$ cat src/rtl/s38584_sched_pkg.sv
// s38584_sched_pkg: shared state encoding, default sizes and a clog2 helper
package s38584_sched_pkg;
    typedef enum logic [1:0] {IDLE, GRANT, CMP, RESP} state_t;
    localparam int NREQ_DEF = 4;
    localparam int KW_DEF = 2;
    localparam int TO_CYCLES_DEF = 15;
    function automatic int clog2(input int v);
        int r = 0;
        while ((1 << r) < v) r++;
        return r;
    endfunction
endpackage

$ cat src/rtl/s38584_rr_arb.sv
// s38584_rr_arb: combinational round-robin pick, searching upward from ptr with wrap
module s38584_rr_arb import s38584_sched_pkg::*; #(
    parameter int NREQ = NREQ_DEF,
    parameter int PW = clog2(NREQ_DEF)
) (
    input  logic [NREQ-1:0] req,
    input  logic [PW-1:0]   ptr,
    output logic [NREQ-1:0] win,
    output logic [PW-1:0]   idx,
    output logic            any
);
    always_comb begin
        win = '0;
        idx = '0;
        // walk the search order backwards so the closest request to ptr is assigned last
        for (int i = NREQ - 1; i >= 0; i--)
            if (req[(int'(ptr) + i) % NREQ]) begin
                idx = PW'((int'(ptr) + i) % NREQ);
                win = NREQ'(1) << ((int'(ptr) + i) % NREQ);
            end
    end
    assign any = |req;
endmodule

$ cat src/rtl/s38584_match_sched.sv
// s38584_match_sched: round-robin shared tag matcher; S38584_SCHED_TIMEOUT_EN adds a GRANT-wait timeout
module s38584_match_sched import s38584_sched_pkg::*; #(
    parameter int NREQ = NREQ_DEF,
    parameter int KW = KW_DEF,
    parameter int TO_CYCLES = TO_CYCLES_DEF
) (
    input  logic             CK,
    input  logic             g35,
    input  logic             inhibit,
    input  logic [NREQ-1:0]  req,
    input  logic [NREQ-1:0]  tag_vld,
    input  logic [NREQ*KW-1:0] tag,
    input  logic             cfg_we,
    input  logic [KW-1:0]    cfg_ref,
    output logic [NREQ-1:0]  gnt,
    output logic             ack,
    output logic             hit,
    output logic             err,
    output logic [NREQ-1:0]  stat,
    output logic             busy
);
    localparam int PW = clog2(NREQ);
    state_t state, nxt;
    logic [PW-1:0] ptr, w, widx;
    logic [NREQ-1:0] win;
    logic [KW-1:0] ref_q, cap;
    logic any, start, abort, to, m, match, err_q;

    s38584_rr_arb #(.NREQ(NREQ), .PW(PW)) u_arb (
        .req(req), .ptr(ptr), .win(win), .idx(widx), .any(any)
    );

    assign start = !inhibit && any;
    assign abort = !req[w];
    assign m = cap == ref_q;

`ifdef S38584_SCHED_TIMEOUT_EN
    localparam int TW = clog2(TO_CYCLES + 1);
    logic [TW-1:0] cnt;
    always_ff @(posedge CK)
        cnt <= (!g35 || state != GRANT) ? '0 : cnt + 1'b1;
    assign to = state == GRANT && cnt == TW'(TO_CYCLES);
`else
    assign to = 1'b0;
`endif

    always_comb begin
        nxt = state;
        case (state)
            IDLE:  nxt = start ? GRANT : IDLE;
            GRANT: nxt = abort ? RESP : tag_vld[w] ? CMP : to ? RESP : GRANT;
            CMP:   nxt = RESP;
            RESP:  nxt = IDLE;
        endcase
    end

    always_ff @(posedge CK) begin
        if (!g35) begin
            state <= IDLE;
            gnt <= '0;
            ptr <= '0;
            w <= '0;
            cap <= '0;
            ref_q <= '0;
            match <= 1'b0;
            err_q <= 1'b0;
            stat <= '0;
        end else begin
            state <= nxt;
            if (cfg_we) ref_q <= cfg_ref;
            case (state)
                IDLE: if (start) begin
                    gnt <= win;
                    w <= widx;
                end
                GRANT: if (abort || (!tag_vld[w] && to)) begin
                    gnt <= '0;
                    err_q <= 1'b1;
                    match <= 1'b0;
                end else if (tag_vld[w]) cap <= tag[int'(w)*KW +: KW];
                // compare uses the pre-write ref, so a same-edge cfg_we is not seen
                CMP: begin
                    gnt <= '0;
                    err_q <= 1'b0;
                    match <= m;
                    if (m) stat[w] <= ~stat[w];
                end
                RESP: ptr <= (w == PW'(NREQ - 1)) ? '0 : w + 1'b1;
            endcase
        end
    end

    assign ack = state == RESP;
    assign hit = ack && match;
    assign err = ack && err_q;
    assign busy = state != IDLE;
endmodule

$ cat config.mk
export PLATFORM = sky130hd
export DESIGN_NAME = s38584_match_sched
export DESIGN_NICKNAME = d
export VERILOG_FILES = /design/src/rtl/s38584_sched_pkg.sv /design/src/rtl/s38584_rr_arb.sv /design/src/rtl/s38584_match_sched.sv
export SDC_FILE = /design/constraint.sdc
export NUM_CORES = 1
export LEC_CHECK = 0
export CAP_MARGIN = 20
export CORE_ASPECT_RATIO = 0.8
export CORE_UTILIZATION = 30
export CTS_BUF_LIST = sky130_fd_sc_hd__clkbuf_8 sky130_fd_sc_hd__clkbuf_16
export CTS_CLUSTER_SIZE = 40
export DETAILED_ROUTE_END_ITERATION = 8
export GPL_TIMING_DRIVEN = 0
export PLACE_DENSITY = 0.51
export SETUP_SLACK_MARGIN = 0.5
export SLEW_MARGIN = 10
export SYNTH_ARGS = -nofsm -noshare
export SYNTH_HDL_FRONTEND = slang
export SYNTH_HIERARCHICAL = 1
export SYNTH_SLANG_ARGS = --single-unit
$ cat constraint.sdc
create_clock -name CK -period 3.2 [get_ports CK]
set_input_delay 0.32 -clock CK [delete_from_list [all_inputs] [get_ports CK]]
set_output_delay 0.32 -clock CK [all_outputs]
set_load 0.005 [all_outputs]
# Word-level counts from Yosys, hierarchy flattened
# Index checks and enable logic that the tools add are counted.
[totals] reg_bits=20 input_bits=22
[classes] n_addsub=4 order_cmp=6 eq_ne=7 shift=5 mux=40 n_bitwise=4 n_reduce_logical=18
[ops] cell="<< shifter 1 x 32 -> 4 bit, first input constant" count=3
[ops] cell="two-way mux 4 bit" count=6
[ops] cell="binary-select mux 1 bit (select 2 bit)" count=7
[ops] cell="two-way mux 1 bit" count=14
[ops] cell="two-way mux 2 bit" count=7
[ops] cell="less-than comparator 3 x 4 -> 1 bit, second input constant" count=3
[ops] cell="one-hot mux 4 bit (3 select lines)" count=1
[ops] cell="one-hot mux 2 bit (4 select lines)" count=1
[ops] cell="variable part select 8 x 4 -> 2 bit" count=1
[ops] cell="equality test 2 bit, second input constant" count=3
[ops] cell="less-than comparator 2 x 3 -> 1 bit, second input constant" count=2
[ops] cell="AND reduction 2 bit" count=3
[ops] cell="AND reduction 3 bit" count=2
[ops] cell="OR reduction 2 bit" count=3
[ops] cell="adder 2 x 1 -> 2 bit, second input constant" count=2
[ops] cell="adder 2 bit, second input constant" count=2
[ops] cell="bitwise mux 4 bit" count=1
[ops] cell="logical AND 1 bit" count=4
[ops] cell="!= test 2 bit, second input constant" count=2
[ops] cell="one-hot mux 1 bit (2 select lines)" count=2
[ops] cell="nonzero test 2 bit" count=2
[ops] cell="OR reduction 4 bit" count=1
[ops] cell="<< shifter 1 x 2 -> 4 bit, first input constant" count=1
[ops] cell="bitwise AND 1 bit, first input constant" count=3
[ops] cell="other kinds (8)" count=8

# Longest topological paths before layout
# Gate-level depths: netlist of run 1.
[logic_depth] ltp_word=12 ltp_mapped=10 mapped_depth_nobuf=8

# By module
# Netlist of run 1, hierarchy kept.
[modules_own_cells] module="s38584_match_sched" n_inst=1 cells_per_inst=105 area_per_inst_um2=1059.8 seq_area_each_um2=400.4
[modules_own_cells] module="s38584_rr_arb" n_inst=1 cells_per_inst=62 area_per_inst_um2=498.0 seq_area_each_um2=0.0

# Worst setup path before layout of run 1
# OpenSTA, ideal clock, no wires.
[synth_path] path_kind="reg-to-reg" startpoint="register ptr[1]" endpoint="register gnt[2]" setup_ns=0.072 arrival_ns=2.374 t_required_ns=3.128 slack_ns=0.755 path_stages_with_launch=10 path_buffers=1 synth_period_minus_slack_ns=2.445 cell_sequence="dfxtp_1 > inv_1 > ha_1 > clkbuf_2 > mux4_2 > or4_1 > a21o_1 > o211ai_1 > nand2_1 > mux2i_1"
[synth_via] elab_chain_cells=10 word_cells_on_any_way=30
[synth_lines] item="start: declaration" line_no="s38584_match_sched.sv:24" text="logic [PW-1:0] ptr, w, widx;"
[synth_lines] item="start signal: assignment" line_no="s38584_match_sched.sv:88" text="RESP: ptr <= (w == PW'(NREQ - 1)) ? '0 : w + 1'b1;"
[synth_lines] item="adder 2 bit" line_no="s38584_rr_arb.sv:17, s38584_rr_arb.sv:19"
[synth_lines] item="binary-select mux 1 bit (select 2 bit) / OR reduction 2 bit (equally long branches)"
[synth_lines] item="two-way mux 1 bit (implied by the code) / bitwise AND 1 bit (equally long branches)"
[synth_lines] item="two-way mux 1 bit (implied by the code) / << shifter 1 x 32 -> 4 bit (equally long branches)" line_no="s38584_rr_arb.sv:17, s38584_rr_arb.sv:19"
[synth_lines] item="two-way mux 4 bit (3 in a row)" line_no="s38584_rr_arb.sv:17" text="if (req[(int'(ptr) + i) % NREQ]) begin"
[synth_lines] item="two-way mux 4 bit (*)" line_no="s38584_rr_arb.sv:17"
[synth_lines] item="net win[2]" line_no="s38584_match_sched.sv:25" text="logic [NREQ-1:0] win;"
[synth_lines] item="two-way mux 4 bit (*)" line_no="s38584_match_sched.sv:72" text="IDLE: if (start) begin"
[synth_lines] item="one-hot mux 4 bit (3 select lines) (*)" line_no="s38584_match_sched.sv:71" text="case (state)"
[synth_lines] item="end signal: assignment" line_no="s38584_match_sched.sv:73" text="gnt <= win;"
[synth_lines] item="end: declaration" line_no="s38584_match_sched.sv:15" text="output logic [NREQ-1:0] gnt,"
# The timed path passes the listed nets; every way through them passes the cells marked *. The select of a mux whose other input is x is not followed.
# A chain may end at the register's enable or synchronous reset.

# Worst setup path in the final report of run 1
[layout_path] startpoint="register ptr[0]" endpoint="register gnt[2]"
# The elaborated chain is that of the path after synthesis.

==> metrics.md, run 1 <==
| Metric | Value |
|---|---|
| Hold Startpoint | `gnt[1]` |
| Worst hold path type | `reg -> reg` |
| Outcome | `completed` |
| First-pass DRT Iterations | `4` |
| Post-layout nets | `245` |
| Adder-cell share of the synthesized area | `0.129` |
| Clk root buf | `clkbuf_8` |
| DR vias | `1382` |
| H-Tree Depth | `1` |
| CTS max path bufs | `2` |
| Final Hold Viols | `0` |
| Reg2Reg Setup Slack | `0.66 ns` |
| Final slew viol count | `0` |
| Num CTS Buffers | `3` |
| Crit path time final | `2.54 ns` |
| Die area | `5490 sq um` |
| # diodes | `0` |
| Site Rows | `23` |
| CTS sink cnt | `20` |
| Crit Path Max Fanout | `9` |
| CTS tree | `built` |
| Drt total wl | `3810 um` |
| Unrepaired setup endpoints after global routing | `no` |
| Number of port buffers | `33` |
| GP Congestion | `0.806` |
| Global-route wire length before repair | `5750 um` |
| Setup crit end kind | `flop` |
| Reg2Reg Depth | `10` |
| WP data arrival | `2.73 ns` |
| IO Count | `34` |
| DRT iter0 DRCs | `89` |
| Synth unique cells | `41` |
| Post-Syn Instances | `167` |
| Synthesized cell area | `1560 sq um` |
| DIE WIDTH | `82.6 um` |
| Layout cell share with drive strength beyond 1 | `0.112` |
| Post-DR vias/cell | `5.16` |
| Antenna-violating nets left | `0` |
| Worst path max stage delay | `0.53 ns` |
| WL/cell | `14.2 um` |
| Leak Pwr | `0.782 nW` |
| CP Class | `reg -> reg` |
| Tot GR Track Use | `0.141` |
| Area Growth Syn to Fin | `32.0%` |
| Number of enable flip-flop cells after synthesis | `0` |
| Number of global-route vias before repair | `1155` |
| Top FF cell, synth | `dfxtp_1` |
| Initial Util | `0.311` |
| Pwr Total | `0.000651 W` |
| Total gr overflow | `0` |
| DRC Markers | `0` |
| DP HPWL | `3020 um` |
| Relative slew slack | `0.558` |
| Synth Area in Compound Gates | `0.164` |
| Worst R2R End | `gnt[2]` |
| RR Startpoint | `ptr[0]` |
| Seq/Total Area, Yosys | `0.257` |
| Hold_buf cts | `0` |
| Post-Synth Simple-Gate Area | `0.172` |
| Largest family of logic cells by synthesized area | `multiplexers` |
| F_max | `394 MHz` |
| Setup_tns | `0 ns` |
| PwrDens | `317 nW/um^2` |
| Clk Latency, worst-skew pair | `0.26 ns` |
| Tcrit/Tclk final | `0.793` |
| Syn_area_per_cell | `9.33 sq um` |
| Setup crit start kind | `flop` |
| Clk_skew | `0.00457 ns` |
| Post-synthesis xor/xnor area fraction | `0.0112` |
| Core Box Area | `5010 sq um` |
| Worst Path Required | `3.40 ns` |
| Final setup vio count | `0` |
| Max IR drop VDD | `0.188 mV` |
| Hold path cells | `2` |
| CP cell instances | `buf_6 -> inv_1 -> ha_1 -> clkbuf_2 -> mux4_2 -> or4_1 -> a21o_1 -> o211ai_1 -> nand2_1 -> mux2i_1` |
| Mux cell area share after synthesis | `0.218` |
| Max Cap Viol | `0` |
| Asr flop ratio synth | `0` |
| Chip Height | `66.5 um` |
| Synth warnings | `6` |
| Yosys reg bits | `20` |
| Clock-pin transition on the worst setup and hold timing paths | `0.08 ns` |
| Crit-path slowest cell | `or4_1` |
| Largest net degree at the start of global routing | `13` |
| WHS Endpoint | `gnt[1]` |
| Worst Tran Pin Value | `0.645 ns` |
| Syn_nets | `205` |
| Initial antenna violation count | `0` |
metal layers:
layer | share of wire | track usage | wire length [um] | vias to the layer above
met1 | 0.53 | 0.224 | 2010 | 647
li1 | - | - | - | 700
met5 | 0 | 0 | 0 | -
met4 | 0.010 | 0.0323 | 38 | 0
met2 | 0.43 | 0.188 | 1640 | 31
met3 | 0.033 | 0.0288 | 127 | 4
layout by cell type, fill, tap and decap left out, types with 2 or more instances in the layout:
master	instances
mux2i_1	13
a311oi_1	4
mux4_1	5
a31oi_1	3
o21ai_0	6
buf_4	2
nor2_1	15
clkdlybuf4s50_1	33
dfxtp_1	18
a21oi_1	8
ha_1	16
nand3b_1	2
mux4_2	2
a21o_1	2
a22oi_1	3
nand3_1	6
inv_1	9
nand2_1	14
mux2_2	3
and2_1	2
clkbuf_8	3
buf_6	2
clkbuf_1	4
a21boi_2	2
nand2b_1	2
nand4_1	5
xnor2_1	2
state kept, by name (all words and copies together), names as in the netlist:
signal,flops
ref_q,2
w,2
ptr,2
match,1
cap,2
gnt,4
state,2
err_q,1
stat,4
metrics by stage:
step                      area (sq um)  utilization  hold slack [ns]  instances  setup slack, ns
after CTS                         2040        0.407            0.464        266            0.513
after floorplan                   1560            -            0.431        167            0.755
after detailed placement          1970        0.393            0.446        262            0.409
after global routing              2060        0.411            0.485        268            0.518
final                             2060        0.411            0.457        268            0.664
after global placement            1970        0.393            0.444        262            0.443
repair_timing:
action / 4_1_cts / 5_1_grt
pin swaps: 0 / 0
endpoints found under the hold margin: 0 / 0
gates resized for setup: 1 / 2
gates cloned: 0 / 0
setup endpoints to repair: 1 / 1
setup buffers: 0 / 2
worst max-delay path, delay by kind of cell, from the launching register on:
kind | cells | cell delay [ns]
DFF | 1 | 0.40
and+or+nand+nor | 2 | 0.60
AOI/OAI and AO/OA | 2 | 0.26
buffers and inverters | 3 | 0.44
adders and majority gates | 1 | 0.29
muxes | 2 | 0.49
layout make-up:
cell class | count | area, sq um
fillers | 514 | 2950
well taps | 62 | 77.6
plain buffers | 7 | 42.5
repair buffers | 35 | 345
clock buffers | 3 | 41.3
flip-flops and latches | 20 | 405
inverters | 9 | 33.8
clock inverters | 1 | 30.0
multi-input cells | 131 | 1080
where the power goes:
group          internal (W)  switching (W)  total, W
Sequential         0.000257     0.00000606  0.000263
Combinational     0.0000735      0.0000625  0.000136
Clock              0.000167      0.0000849  0.000252
Yosys cell counts (all sizes together), types with 3 or more instances:
master / instances / share of area
a21oi: 8 / 0.026
nand2: 14 / 0.034
mux4: 7 / 0.11
nand4: 5 / 0.020
mux2i: 13 / 0.084
dfxtp: 20 / 0.26
nand3: 6 / 0.019
a22oi: 3 / 0.014
o21ai: 6 / 0.019
clkbuf: 5 / 0.013
mux2: 3 / 0.022
ha: 16 / 0.13
a311oi: 4 / 0.022
a31oi: 3 / 0.012
nor2: 15 / 0.036
inv: 9 / 0.022
worst max path at each step:
stage,depth (start not counted),from,to,slack [ns]
after global routing,10,ptr[0],gnt[2],0.52
after CTS,10,ptr[0],gnt[2],0.51
after global placement,9,ptr[1],gnt[2],0.44
final,10,ptr[0],gnt[2],0.66
after floorplan,9,ptr[1],gnt[2],0.75
after detailed placement,9,ptr[1],gnt[2],0.41
logic make-up after synthesis:
logic type,count (synthesis)
AO/OA/AOI/OAI,36
adder cells (fa/ha/maj),16
multiplexers,23
XOR/XNOR,2
AND/OR/NAND/NOR,54
flip-flops,20
buffers and inverters,16
(Power assumes the default switching activity.)
==> run 2: changes to the inputs <==
- clock period: 3.2 -> 2.6 ns (I/O delays scaled with it)
==> run 2 against run 1 <==
Combinational power is 25% higher. Critical path depth stayed put. Register-to-register slack worse by 0.27 ns. Clock power is 9.5% higher. Final area is 4.0% higher. Hold slack better by 0.0084 ns. Global-route usage is 2.3 points higher. Total power is 18% higher. Sequential share of layout area is 0.64 points lower. Utilization is 1.6 points higher. Largest power group unchanged.
==> metrics.md, run 2 (synthesized netlist as in run 1, its figures left out) <==
| Metric | Value |
|---|---|
| Chip Height | `66.5 um (unchanged)` |
| CP Class | `reg -> reg` |
| Number of global-route vias before repair | `1364 (+18%)` |
| Tot GR Track Use | `0.164 (+0.0231)` |
| IO Count | `34 (unchanged)` |
| Tcrit/Tclk final | `0.849 (+0.0566)` |
| Post-layout nets | `251 (+2.4%)` |
| Post-DR vias/cell | `5.18 (+0.36%)` |
| Clk Latency, worst-skew pair | `0.26 ns (about the same)` |
| DR vias | `1418 (+2.6%)` |
| Num CTS Buffers | `3 (unchanged)` |
| Die area | `5490 sq um (unchanged)` |
| Final instance area | `2140 sq um (+4.0%)` |
| Hold_buf cts | `0 (unchanged)` |
| Site Rows | `23 (unchanged)` |
| DRT iter0 DRCs | `29 (-67%)` |
| Clk_skew | `0.000936 ns (-0.00364 ns)` |
| Max IR drop VDD | `0.183 mV (-2.7%)` |
| CTS max path bufs | `2 (unchanged)` |
| H-Tree Depth | `1 (unchanged)` |
| Number of port buffers | `33 (unchanged)` |
| WP data arrival | `2.40 ns (-0.33 ns)` |
| Setup_tns | `0 ns (unchanged)` |
| Initial Util | `0.311 (unchanged)` |
| Most frequent cells in the layout | `clkdlybuf4s50_1 (33), dfxtp_1 (18), nor2_1 (15), ha_1 (15), nand2_1 (14)` |
| Area Growth Syn to Fin | `37.3%` |
| F_max | `453 MHz (+15%)` |
| Outcome | `completed` |
| DRC Markers | `0 (unchanged)` |
| Worst Tran Pin Value | `0.504 ns (-0.141 ns)` |
| Initial antenna violation count | `0 (unchanged)` |
| CTS sink cnt | `20 (unchanged)` |
| Largest net degree at the start of global routing | `13 (unchanged)` |
| PwrDens | `360 nW/um^2 (+14%)` |
| Worst Path Required | `2.80 ns (-0.60 ns)` |
| CTS tree | `built` |
| Antenna-violating nets left | `0 (unchanged)` |
| Clock-pin transition on the worst setup and hold timing paths | `0.08 ns (about the same)` |
| Unrepaired setup endpoints after global routing | `yes` |
| DIE WIDTH | `82.6 um (unchanged)` |
| GP Congestion | `0.796 (-1.2%)` |
| Global-route wire length before repair | `6740 um (+17%)` |
| Relative slew slack | `0.664 (+0.106)` |
| WL/cell | `14.9 um (+5.1%)` |
| Crit path time final | `2.21 ns (-0.329 ns)` |
| # diodes | `0 (unchanged)` |
| Crit Path Max Fanout | `3 (-6)` |
| Layout cell share with drive strength beyond 1 | `0.165 (+0.0534)` |
| First-pass DRT Iterations | `4 (unchanged)` |
| Max Cap Viol | `0 (unchanged)` |
| Clk root buf | `clkbuf_8` |
| Final slew viol count | `0 (unchanged)` |
| Post-DP Area | `1990 sq um (+1.5%)` |
| Setup crit end kind | `flop` |
| Drt total wl | `4100 um (+7.5%)` |
| Final setup vio count | `0 (unchanged)` |
| Top Registers | `gnt: 4 flops, stat: 4 flops` |
| Setup crit start kind | `flop` |
| Total gr overflow | `0 (unchanged)` |
| Worst hold path type | `reg -> reg` |
| Final Hold Viols | `0 (unchanged)` |
| Commonest non-fill, non-tap cell in the layout | `clkdlybuf4s50_1` |
| DP HPWL | `3180 um (+5.2%)` |
| Leak Pwr | `0.814 nW (+4.1%)` |
| Core Box Area | `5010 sq um (unchanged)` |
[run 2: what timing repair did]
| item | in CTS | in global routing |
|---|---|---|
| pin swaps | 2 | 1 |
| setup endpoints to repair | 5 | 5 |
| setup buffers | 6 | 2 |
| hold endpoints to repair | 0 | 0 |
| resized for setup | 5 | 4 |
[run 2: metrics by stage]
step            util  worst slack [ns]  std cells  hold WS, ns  total power [W]
2_1_floorplan      -             0.344        167        0.407         0.000425
3_3_place_gp   0.398             0.126        262        0.444         0.000491
4_1_cts        0.422             0.357        272        0.469         0.000777
6_report       0.427             0.392        274        0.465         0.000770
5_1_grt        0.427             0.303        274        0.503         0.000809
3_5_place_dp   0.398            0.0558        262        0.454         0.000498
[run 2: critical path: stages (launching register included)]
cell and delay (ns):
dfxtp_4 0.36, buf_8 0.11, inv_8 0.03, ha_4 0.25, buf_8 0.09, mux4_2 0.33
or4_4 0.53, a21o_1 0.16, o211ai_1 0.08, nand2_1 0.07, mux2i_1 0.12
[run 2: worst paths after layout]
path,startpoint,cells past startpoint,end,slack [ns]
max,ptr[0],10,gnt[2],0.39
min,match,2,match,0.47
max reg2reg,ptr[0],10,gnt[2],0.39
min reg2reg,match,2,match,0.47
[run 2: cell type report]
type | count | area (sq um)
plain buffers | 7 | 56.3
clock buffers | 4 | 66.3
fillers | 528 | 2870
inverters | 9 | 43.8
multi-input cells | 131 | 1100
flip-flops and latches | 20 | 408
well taps | 62 | 77.6
repair buffers | 41 | 390
[run 2: per-layer routing]
layer	vias to the layer above	GRT usage	wire length (um)
met3	2	0.0384	148
met4	0	0.0366	19
met1	687	0.237	2110
met2	23	0.245	1820
li1	706	-	-
met5	-	0	0
[run 2: power breakdown]
| group | switching, W | internal (W) | total, W |
|---|---|---|---|
| Sequential | 0.00000739 | 0.000316 | 0.000323 |
| Clock | 0.000109 | 0.000167 | 0.000276 |
| Combinational | 0.0000789 | 0.0000915 | 0.000170 |
